### config.mk
export PLATFORM = sky130hd
export DESIGN_NAME = elevator_motion_ctrl
export DESIGN_NICKNAME = d
export VERILOG_FILES = /design/src/rtl/elevator_motion_ctrl.sv
export SDC_FILE = /design/constraint.sdc
export NUM_CORES = 1
export LEC_CHECK = 0
export CORE_MARGIN = 1
export CORE_UTILIZATION = 55
export DETAILED_ROUTE_END_ITERATION = 10
export PLACE_DENSITY = 0.73
export RECOVER_POWER = 50
export SYNTH_ARGS = -nofsm -noshare
export SYNTH_HDL_FRONTEND = slang
export SYNTH_SLANG_ARGS = --single-unit
### constraint.sdc
create_clock -name iCLK -period 6.6 [get_ports iCLK]
set_input_delay 0.99 -clock iCLK [delete_from_list [all_inputs] [get_ports iCLK]]
set_output_delay 0.99 -clock iCLK [all_outputs]
set_load 0.02 [all_outputs]
### src/rtl/elevator_motion_ctrl.sv
// rtl/elevator_motion_ctrl.sv - elevator call scheduler and one-floor-at-a-time motion sequencer
// Optional emergency stop input iStop is compiled in when ELEV_STOP_EN is defined.
module elevator_motion_ctrl #(
  parameter int N_FLOORS    = 4,
  parameter int FLOOR_TICKS = 50000000,
  parameter int DOOR_TICKS  = 100000000,
  parameter int FW          = $clog2(N_FLOORS)
) (
  input  logic                iCLK,
  input  logic                Reset,
`ifdef ELEV_STOP_EN
  input  logic                iStop,
`endif
  input  logic [N_FLOORS-1:0] iCall,
  output logic [1:0]          oMovimento,
  output logic                oMovStrobe,
  output logic [FW-1:0]       oFloor,
  output logic                oDoorOpen,
  output logic [N_FLOORS-1:0] oPending
);

  localparam int TW = $clog2(FLOOR_TICKS);
  localparam int DW = $clog2(DOOR_TICKS);
  localparam logic [TW-1:0] TRAVEL_LAST = TW'(FLOOR_TICKS - 1);
  localparam logic [DW-1:0] DWELL_LAST  = DW'(DOOR_TICKS - 1);
  localparam logic [FW-1:0] TOP_FLOOR   = FW'(N_FLOORS - 1);

  typedef enum logic [1:0] {IDLE, MOVE_UP, MOVE_DOWN, DOOR_OPEN} state_t;

  state_t              state_q, state_d;
  logic [FW-1:0]       floor_q, floor_d, next_floor;
  logic [TW-1:0]       travel_q, travel_d;
  logic [DW-1:0]       dwell_q, dwell_d;
  logic                last_up_q, last_up_d;
  logic [N_FLOORS-1:0] pending_q, pending_d;
  logic [1:0]          mov_q, mov_d;
  logic                strobe_q, strobe_d;
  logic                door_q, door_d;

  logic [N_FLOORS-1:0] here_mask, set_mask, clr_mask;
  logic                idle_or_door, door_req, any_above, any_below, stop_w;

`ifdef ELEV_STOP_EN
  assign stop_w = iStop;
`else
  assign stop_w = 1'b0;
`endif

  always_comb begin
    state_d    = state_q;
    floor_d    = floor_q;
    travel_d   = travel_q;
    dwell_d    = dwell_q;
    last_up_d  = last_up_q;
    clr_mask   = '0;
    next_floor = floor_q;

    here_mask    = N_FLOORS'(1) << floor_q;
    idle_or_door = (state_q == IDLE) || (state_q == DOOR_OPEN);
    // A call for the floor the car is parked at is a door request, never a pending call.
    door_req     = idle_or_door && |(iCall & here_mask);
    set_mask     = idle_or_door ? (iCall & ~here_mask) : iCall;

    any_above = 1'b0;
    any_below = 1'b0;
    for (int i = 0; i < N_FLOORS; i++) begin
      if (pending_q[i]) begin
        if (i > int'(floor_q)) any_above = 1'b1;
        if (i < int'(floor_q)) any_below = 1'b1;
      end
    end

    case (state_q)
      IDLE: begin
        if (door_req) begin
          state_d = DOOR_OPEN;
          dwell_d = '0;
        end else if (any_above && (last_up_q || !any_below)) begin
          state_d   = MOVE_UP;
          travel_d  = '0;
          last_up_d = 1'b1;
        end else if (any_below) begin
          state_d   = MOVE_DOWN;
          travel_d  = '0;
          last_up_d = 1'b0;
        end
      end
      MOVE_UP, MOVE_DOWN: begin
        if ((state_q == MOVE_UP && floor_q == TOP_FLOOR) ||
            (state_q == MOVE_DOWN && floor_q == '0)) begin
          state_d = IDLE;
        end else if (!stop_w) begin
          if (travel_q == TRAVEL_LAST) begin
            travel_d   = '0;
            next_floor = (state_q == MOVE_UP) ? floor_q + FW'(1) : floor_q - FW'(1);
            floor_d    = next_floor;
            // Arrival test includes a call raised on this very edge.
            if (pending_q[next_floor] || iCall[next_floor]) begin
              state_d  = DOOR_OPEN;
              dwell_d  = '0;
              clr_mask = N_FLOORS'(1) << next_floor;
            end
          end else begin
            travel_d = travel_q + TW'(1);
          end
        end
      end
      DOOR_OPEN: begin
        if (door_req) begin
          dwell_d = '0;
        end else if (dwell_q == DWELL_LAST) begin
          state_d = IDLE;
        end else begin
          dwell_d = dwell_q + DW'(1);
        end
      end
      default: state_d = IDLE;
    endcase

    pending_d = (pending_q | set_mask) & ~clr_mask;

    mov_d = 2'd0;
    if (!stop_w) begin
      if (state_d == MOVE_UP)        mov_d = 2'd1;
      else if (state_d == MOVE_DOWN) mov_d = 2'd2;
    end
    strobe_d = (mov_d != mov_q);
    door_d   = (state_d == DOOR_OPEN);
  end

  always_ff @(posedge iCLK or posedge Reset) begin
    if (Reset) begin
      state_q   <= IDLE;
      floor_q   <= '0;
      travel_q  <= '0;
      dwell_q   <= '0;
      last_up_q <= 1'b1;
      pending_q <= '0;
      mov_q     <= 2'd0;
      strobe_q  <= 1'b0;
      door_q    <= 1'b0;
    end else begin
      state_q   <= state_d;
      floor_q   <= floor_d;
      travel_q  <= travel_d;
      dwell_q   <= dwell_d;
      last_up_q <= last_up_d;
      pending_q <= pending_d;
      mov_q     <= mov_d;
      strobe_q  <= strobe_d;
      door_q    <= door_d;
    end
  end

  assign oMovimento = mov_q;
  assign oMovStrobe = strobe_q;
  assign oFloor     = floor_q;
  assign oDoorOpen  = door_q;
  assign oPending   = pending_q;

endmodule

After elaboration in Yosys (flattened, before gate mapping)
Cells that the tools add are included.

Register bits: 66. Input bits: 6. Output and inout port bits: 10.

Add/subtract/negate cells: 4. Magnitude comparators: 7. Equal/unequal tests: 17. Shift-type cells: 2. Muxes and demuxes: 48. Bitwise operators: 8. Reductions and logical operators: 19.

Operators with widths (number): 2-to-1 mux 27 bit (6); 2-to-1 mux 26 bit (5); one-hot mux 27 bit (3 select lines) (1); one-hot mux 26 bit (2 select lines) (1); adder 27 x 1 -> 27 bit, second input constant (1); == test 27 bit, second input constant (1); adder 26 x 1 -> 26 bit, second input constant (1); == test 26 bit, second input constant (1); 2-to-1 mux 2 bit (11); 2-to-1 mux 4 bit (5); 2-to-1 mux 1 bit (16); bitwise AND 4 bit (3); == test 2 bit, second input constant (5); inequality test 2 bit, second input constant (5); inverter 4 bit (2); left shift 1 x 2 -> 4 bit, first input constant (2); one-hot mux 2 bit (3 select lines) (1); AND reduction 3 bit (2); AND reduction 5 bit (1); binary-select mux 1 bit (select 2 bit) (2); == test 2 x 1 -> 1 bit, second input constant (2); > comparator 2 bit, first input constant (2); logical AND 1 bit (4); zero test 2 bit (2); 17 further kinds (23).

Longest topological paths before layout
Gate-level depths: netlist (run 1).

Depth after elaboration: 17. Depth in mapped cells: 11. Mapped depth without buffers: 9.

Worst setup path after synthesis (run 1)
No wires, ideal clock.

Kind: register to register. From: register floor_q[0], in the netlist oFloor[0]. To: register dwell_q[23]. Library setup time: 0.143 ns. Arrival time: 2.703 ns. Slack: 3.754 ns. Cell stages (with the launch flop): 11. Path buffers: 1. Cells stage by stage: dfrtp_1 -> inv_1 -> ha_1 -> xor2_1 -> a211oi_1 -> o2111ai_1 -> a211o_1 -> buf_6 -> nand2b_4 -> o311ai_0 -> o41ai_2.

Longest elaborated chain between the ends: 7.

RTL lines: start, declared (RTL line 31) `logic [FW-1:0] floor_q, floor_d, next_floor;`; start signal, assigned (RTL line 144) `floor_q <= floor_d;`; subtractor 2 x 1 -> 2 bit / adder 2 x 1 -> 2 bit (equally long branches) (RTL line 95) `next_floor = (state_q == MOVE_UP) ? floor_q + FW'(1) : floor_q - FW'(1);`; 2-to-1 mux 2 bit (RTL line 95); binary-select mux 1 bit (select 2 bit) (RTL line 98) `if (pending_q[next_floor] || iCall[next_floor]) begin`; 2-to-1 mux 1 bit (implied by the code) (RTL line 98); logical OR 1 bit (RTL line 98); inequality test 2 bit (no line); AND reduction 5 bit (no line); end signal, assigned (RTL line 146) `dwell_q <= dwell_d;`; end, declared (RTL line 33) `logic [DW-1:0] dwell_q, dwell_d;`.

Parallel ways exist; a longest one is shown, timed or not. The select of a mux whose other input is x is not followed. A chain may end at the register's enable or synchronous reset.

==> summary.txt, run 1 <==
Run status
  – Status: complete, but fails checks
  – Violated checks: capacitance limit, slew limit

Clock network
  – Clock Path Buffers: 2
  – Post-CTS setup buffer count: 0
  – Post_cts resized: 0
  – H-tree depth: 3
  – Clk sinks: 66
  – CTS tree: built
  – Hold buffers post-CTS: 0
  – CTS root buffer: clkbuf_8
  – CTS buffer count: 9
  – CTS clk-pin slew, worst paths: 0.06 ns
  – Clock latency on the worst-skew pair: 0.34 ns

Global routing
  – GRT met3 Usage: 0.0327
  – Met1 Use GR: 0.329
  – Met2 Usage GRT: 0.403
  – Global route overflow: 0
  – Most used routing layer in global routing: met2
  – Vias in the first global route: 3,282
  – First-pass GRT wire length: 14.6 mm
  – Largest net degree at the start of global routing: 67
  – Initial antenna violation count: 0
  – Total global-route track usage: 0.248

Die
  – Std-Cell Rows: 30
  – Die area: 7420 sq um
  – Die Ht: 86.1 microns
  – Initial core utilization: 0.570
  – Boundary Pins: 16
  – DIE WIDTH: 86.1 microns
  – Core area: 6830 sq um

Timing
  – Setup TNS Final: 0 ns
  – Worst slew margin relative to its limit: -1.28
  – Fin crit period: 4.33 ns
  – Fmax: 231 MHz
  – Actual slew at the worst max-slew pin: 3.41 ns
  – RSZ-0062 raised after global routing: false
  – Fin crit share: 0.656
  – Final setup vio count: 0
  – Final worst slack: 2.27 ns
  – Slew Viols, Final: 67
  – Final Hold Vio Count: 0
  – Skew final: 0.00695 ns
  – Worst hold slack: 0.461 ns

Worst setup path
  – CP Launch Point: Reset
  – Worst path slowest cell: clkbuf_1
  – Crit Path Class: in2async
  – Crit-path max cell delay: 2.39 ns
  – Crit path depth: 3
  – Crit-path cells: dlygate4sd3_1 > clkinv_1 > clkbuf_1
  – CP Max Fanout: 66
  – Delay-heaviest family, CP: buffers and inverters
  – Reg2reg start: oFloor[0]
  – Req. time, crit path: 6.28 ns
  – R2R Path End: dwell_q[20]
  – Critical path arrival: 4.01 ns
  – Worst Path Buf+Inv: 3
  – CP endpoint kind: asynchronous set/reset pin
  – Worst R2R Path Depth: 9
  – Setup crit start kind: primary input
  – Register-to-Register Setup Slack: 3.05 ns
  – End point of the critical path: oPending[1]

Power and ir drop
  – Worst VDD drop: 0.191 mV
  – Pleak: 1.81 nW
  – Pwr/cell area: 314 nW/um^2

Synth
  – Largest area contributor in the netlist: dfrtp_1
  – Synth top area share: 0.418
  – Part of the Yosys area used for sequential elements: 0.425
  – Yosys cell types: 65
  – Mapped Area: 3890 sq um
  – Synth top area cells: dfrtp_1 (42%), o21ai_0 (6.3%), nand2_1 (5.0%)
  – Async SR Flop Fraction: 1.00
  – Post-synth EDFFs: 0
  – Synth Warn #: 0
  – Top-count cell post-synth: dfrtp_1
  – Yosys reg bits: 66
  – Main flop type after synthesis: dfrtp_1
  – Mapped Cells: 433
  – Top cells by count, synth: dfrtp_1 (65), nand2_1 (52), o21ai_0 (49)
  – Syn Nets: 451
  – Syn Area/Cell: 8.99 sq um

Routing
  – Iteration-0 DRC Markers: 274
  – Antenna Nets Post-Route: 0
  – First-pass DRT Iterations: 5
  – DR vias/cell: 6.04
  – Final wirelength: 8.34 mm
  – Detailed-route DRC error count: 0
  – Vias: 3,320
  – Wire per inst: 15.2 microns

Finish
  – Share of layout cells above drive strength 1: 0.0705
  – Final cell count without fillers: 550
  – Fin nets: 467
  – # diodes: 0
  – Layout Area Growth over Synthesis: 10.6%
  – Fill count: 606

Placement
  – # port buffers: 15
  – Worst slack at placement: 2.83 ns
  – GPL Wtd Cong: 0.932
  – Placed Cells: 534
  – Hpwl dp: 5.77 mm

Min path
  – Hold crit path type: reg2reg

Flow run
  – Total of max-cap violations: 1
final cells by class:
class,count,area [sq um],share of cell area
Inverter,14,52.6,0.0122
Clock inverter,2,35.0,0.00814
Clock buffer,14,163,0.0378
Multi-Input combinational cell,342,2130,0.494
Tap cell,96,120,0.0279
Sequential cell,66,1650,0.384
Timing Repair Buffer,16,154,0.0357
cells in the final DEF (no fill, tap or decap), types with 8 or more instances in the layout:
cell type,n
clkbuf_8,11
nand2_1,52
clkdlybuf4s50_1,12
nand4_1,15
nand3_1,18
ha_1,12
dfrtp_1,65
nor2_1,37
inv_1,13
and3_1,14
o21ai_0,49
nor3_1,8
o31ai_1,8
and4_1,8
a21oi_1,21
xor2_1,12
state kept, by name, indices dropped and copies added, names as in the netlist:
name        count
dwell_q        27
oFloor          2
oDoorOpen       1
state_q         2
oPending        4
travel_q       26
oMovStrobe      1
last_up_q       1
oMovimento      2
routing by layer:
metal	up-vias	part of all wire
met2	88	0.48
met5	-	0
li1	1627	-
met1	1587	0.47
met4	0	0.019
met3	18	0.032
kinds of logic (layout without fill, tap and decap cells):
family / count (synthesis) / count (layout) / share of synthesized area
and+or+nand+nor: 189 / 189 / 0.261
AOI/OAI and AO/OA: 124 / 124 / 0.209
DFF: 66 / 66 / 0.425
buffers and inverters: 25 / 46 / 0.0286
xor gates and xnor gates: 16 / 16 / 0.0360
adders and majority gates: 12 / 12 / 0.0386
muxes: 1 / 1 / 0.00257
report_power, final:
part | leakage, nW | internal [mW] | switching, mW
sequential | 0.886 | 0.436 | 0.0282
clock | 0.101 | 0.195 | 0.145
combinational | 0.823 | 0.163 | 0.384
total | 1.81 | 0.795 | 0.557
worst reg2reg max path, delay by kind of cell (launching register included):
family | cells | cell delay [ns]
AOI/OAI and AO/OA | 4 | 1.19
xor gates and xnor gates | 1 | 0.22
adders and majority gates | 1 | 0.38
buffers and inverters | 1 | 0.21
DFF | 1 | 0.55
and+or+nand+nor | 2 | 0.91
stage by stage:
stage,instance area (sq um),utilization,power (mW)
2_1_floorplan,3890,-,0.900
4_1_cts,4310,0.631,1.36
6_report,4310,0.630,1.35
5_1_grt,4310,0.630,1.45
3_5_place_dp,4110,0.602,1.02
3_3_place_gp,4110,0.602,1.01
worst min-delay path by stage:
| stage | start | end | slack (ns) | depth (start not counted) |
|---|---|---|---|---|
| 2_1_floorplan | dwell_q[26] | dwell_q[26] | 0.43 | 1 |
| 3_3_place_gp | dwell_q[26] | dwell_q[26] | 0.44 | 1 |
| 3_5_place_dp | dwell_q[26] | dwell_q[26] | 0.45 | 1 |
| 4_1_cts | dwell_q[26] | dwell_q[26] | 0.46 | 1 |
| 5_1_grt | dwell_q[26] | dwell_q[26] | 0.50 | 1 |
| 6_report | dwell_q[26] | dwell_q[26] | 0.46 | 1 |
Power figures use the tool's default switching activity.
==> run 2: changes to the inputs <==
PLACE_DENSITY = 0.76   (was 0.73)
clock period = 3.95 ns   (was 6.6 ns; I/O delays follow)
==> summary.txt, run 2 (synthesized netlist as in run 1, its figures left out) <==
Run status
  – Status: completed (was complete, but fails checks)

Timing
  – Actual slew at the worst max-slew pin: 1.21 ns (was 3.41 ns)
  – Skew final: 0.00746 ns (was 0.00695 ns)
  – Worst slew margin relative to its limit: 0.196 (was -1.28)
  – Final setup vio count: 0 (unchanged)
  – Fin crit share: 0.815
  – RSZ-0062 raised after global routing: false (unchanged)
  – Setup TNS Final: 0 ns (unchanged)
  – Slew Viols, Final: 0 (was 67)
  – Fin crit period: 3.22 ns
  – Final worst slack: 0.731 ns (was 2.27 ns)
  – Final Hold Vio Count: 0 (unchanged)
  – Fmax: 311 MHz

Finish
  – Leading cell types in the layout, fill and taps excluded: dfrtp_1 (65), nand2_1 (52), o21ai_0 (49) (unchanged)
  – Layout Area Growth over Synthesis: 12.2% (was 10.6%)
  – Share of layout cells above drive strength 1: 0.0853 (was 0.0705)
  – Most common cell after layout, fill and taps aside: dfrtp_1 (unchanged)
  – Fin nets: 470 (was 467)
  – Top reg by flops: dwell_q (unchanged)
  – # diodes: 0 (unchanged)
  – Number of flip-flops under the largest register name: 27 (unchanged)
  – Finished Core Util: 0.640 (was 0.630)

Clock network
  – Post-CTS setup buffer count: 0 (unchanged)
  – Hold buffers post-CTS: 0 (unchanged)
  – CTS tree: built (unchanged)
  – Clock Path Buffers: 2 (unchanged)
  – Clk sinks: 66 (unchanged)
  – CTS buffer count: 9 (unchanged)
  – Post_cts resized: 0 (unchanged)
  – CTS root buffer: clkbuf_8 (unchanged)
  – Clock latency on the worst-skew pair: 0.35 ns (was 0.34 ns)
  – H-tree depth: 3 (unchanged)
  – CTS clk-pin slew, worst paths: 0.07 ns (was 0.06 ns)

Global routing
  – Total global-route track usage: 0.246 (was 0.248)
  – Initial antenna violation count: 0 (unchanged)
  – First-pass GRT wire length: 14.6 mm (about the same)
  – Largest net degree at the start of global routing: 51 (was 67)
  – Global route overflow: 0 (unchanged)
  – Vias in the first global route: 3,114 (was 3,282)

Die
  – Std-Cell Rows: 30 (unchanged)
  – Boundary Pins: 16 (unchanged)
  – Die area: 7420 sq um (unchanged)
  – Die Ht: 86.1 microns (unchanged)
  – Initial core utilization: 0.570 (unchanged)
  – Core area: 6830 sq um (unchanged)
  – DIE WIDTH: 86.1 microns (unchanged)

Routing
  – First-pass DRT Iterations: 5 (unchanged)
  – Wire per inst: 15.5 microns (was 15.2 microns)
  – Antenna Nets Post-Route: 0 (unchanged)
  – Vias: 3,355 (was 3,320)
  – Final wirelength: 8.58 mm (was 8.34 mm)
  – DR vias/cell: 6.07 (was 6.04)
  – Iteration-0 DRC Markers: 259 (was 274)
  – Detailed-route DRC error count: 0 (unchanged)

Power and ir drop
  – Worst VDD drop: 0.351 mV (was 0.191 mV)
  – Tot Pwr: 2.39 mW (was 1.35 mW)
  – Pleak: 1.85 nW (was 1.81 nW)
  – Pwr/cell area: 548 nW/um^2 (was 314 nW/um^2)

Worst setup path
  – CP Max Fanout: 16 (was 66)
  – Critical path arrival: 3.49 ns (was 4.01 ns)
  – Req. time, crit path: 4.22 ns (was 6.28 ns)
  – Crit Path Class: reg2reg (was in2async)
  – CP endpoint kind: register (was asynchronous set/reset pin)
  – Register-to-Register Setup Slack: 0.73 ns (was 3.05 ns)
  – Worst R2R Path Depth: 9 (unchanged)
  – Reg2reg start: oFloor[0] (unchanged)
  – Setup crit start kind: register (was primary input)
  – R2R Path End: dwell_q[20] (unchanged)

Min path
  – Worst hold endpoint: dwell_q[26] (unchanged)
  – Min-delay src: dwell_q[26] (unchanged)
  – WHS Path Cells: 1 (unchanged)
  – Hold crit path type: reg2reg (unchanged)

Placement
  – Hpwl dp: 6.09 mm (was 5.77 mm)
  – GPL Wtd Cong: 0.844 (was 0.932)
  – Worst slack at placement: 0.737 ns (was 2.83 ns)
  – # port buffers: 15 (unchanged)

Flow run
  – Total of max-cap violations: 0 (was 1)
==> run 2: changes by cell type in the layout (fill, tap and decap cells not counted), sizes merged <==
cell           before  now
buf                 0    3
clkdlybuf4s50      12    9
dlygate4sd3         3    6
clkbuf             15   13
bufinv              1    2
clkinv              2    1
clkinvlp            0    1
inv                13   14
==> run 2: worst max-delay path by stage <==
stage	from	endpoint	slack (ns)	cells after the start
after floorplan	oFloor[0]	dwell_q[23]	1.10	10
after global placement	iCall[2]	dwell_q[20]	0.81	8
after detailed placement	oFloor[0]	dwell_q[5]	0.74	9
after CTS	oFloor[0]	dwell_q[5]	0.73	9
after global routing	oFloor[0]	dwell_q[5]	0.42	9
final	oFloor[0]	dwell_q[20]	0.73	9
==> run 2: report_power, final <==
part	internal [mW]	leakage [nW]	total, mW	switching [mW]
logic	0.300	0.846	0.956	0.656
clock network	0.406	0.119	0.663	0.257
registers	0.729	0.886	0.774	0.0449
total	1.43	1.85	2.39	0.958
==> run 2: metrics by stage <==
stage	instance area (sq um)	hold slack, ns	instances
after floorplan	3890	0.430	433
after global placement	4130	0.445	537
after detailed placement	4130	0.458	537
after CTS	4370	0.472	553
after global routing	4370	0.492	553
final	4370	0.469	553
==> run 2: layout make-up <==
cell class / count / area, sq um
tap: 96 / 120
clock buffer: 12 / 165
timing repair buffer: 19 / 178
clock inverter: 4 / 72.6
multi-input combinational: 342 / 2130
inverter: 14 / 52.6
fill: 551 / 2460
sequential: 66 / 1650
==> run 2: worst max-delay path, cell delays in order (launching register included) <==
cell and delay, ns:
dfrtp_1 0.51, inv_1 0.17, ha_1 0.36, xor2_1 0.21
a211oi_1 0.29, o2111ai_1 0.17, a211o_1 0.51, or2_1 0.45
or3_1 0.39, o21ai_0 0.07
==> run 2: metal layers <==
layer / vias up / track usage / part of all wire
li1: 1641 / - / -
met1: 1626 / 0.342 / 0.47
met2: 78 / 0.390 / 0.48
met5: - / 0 / 0
met3: 10 / 0.0298 / 0.033
met4: 0 / 0.102 / 0.013
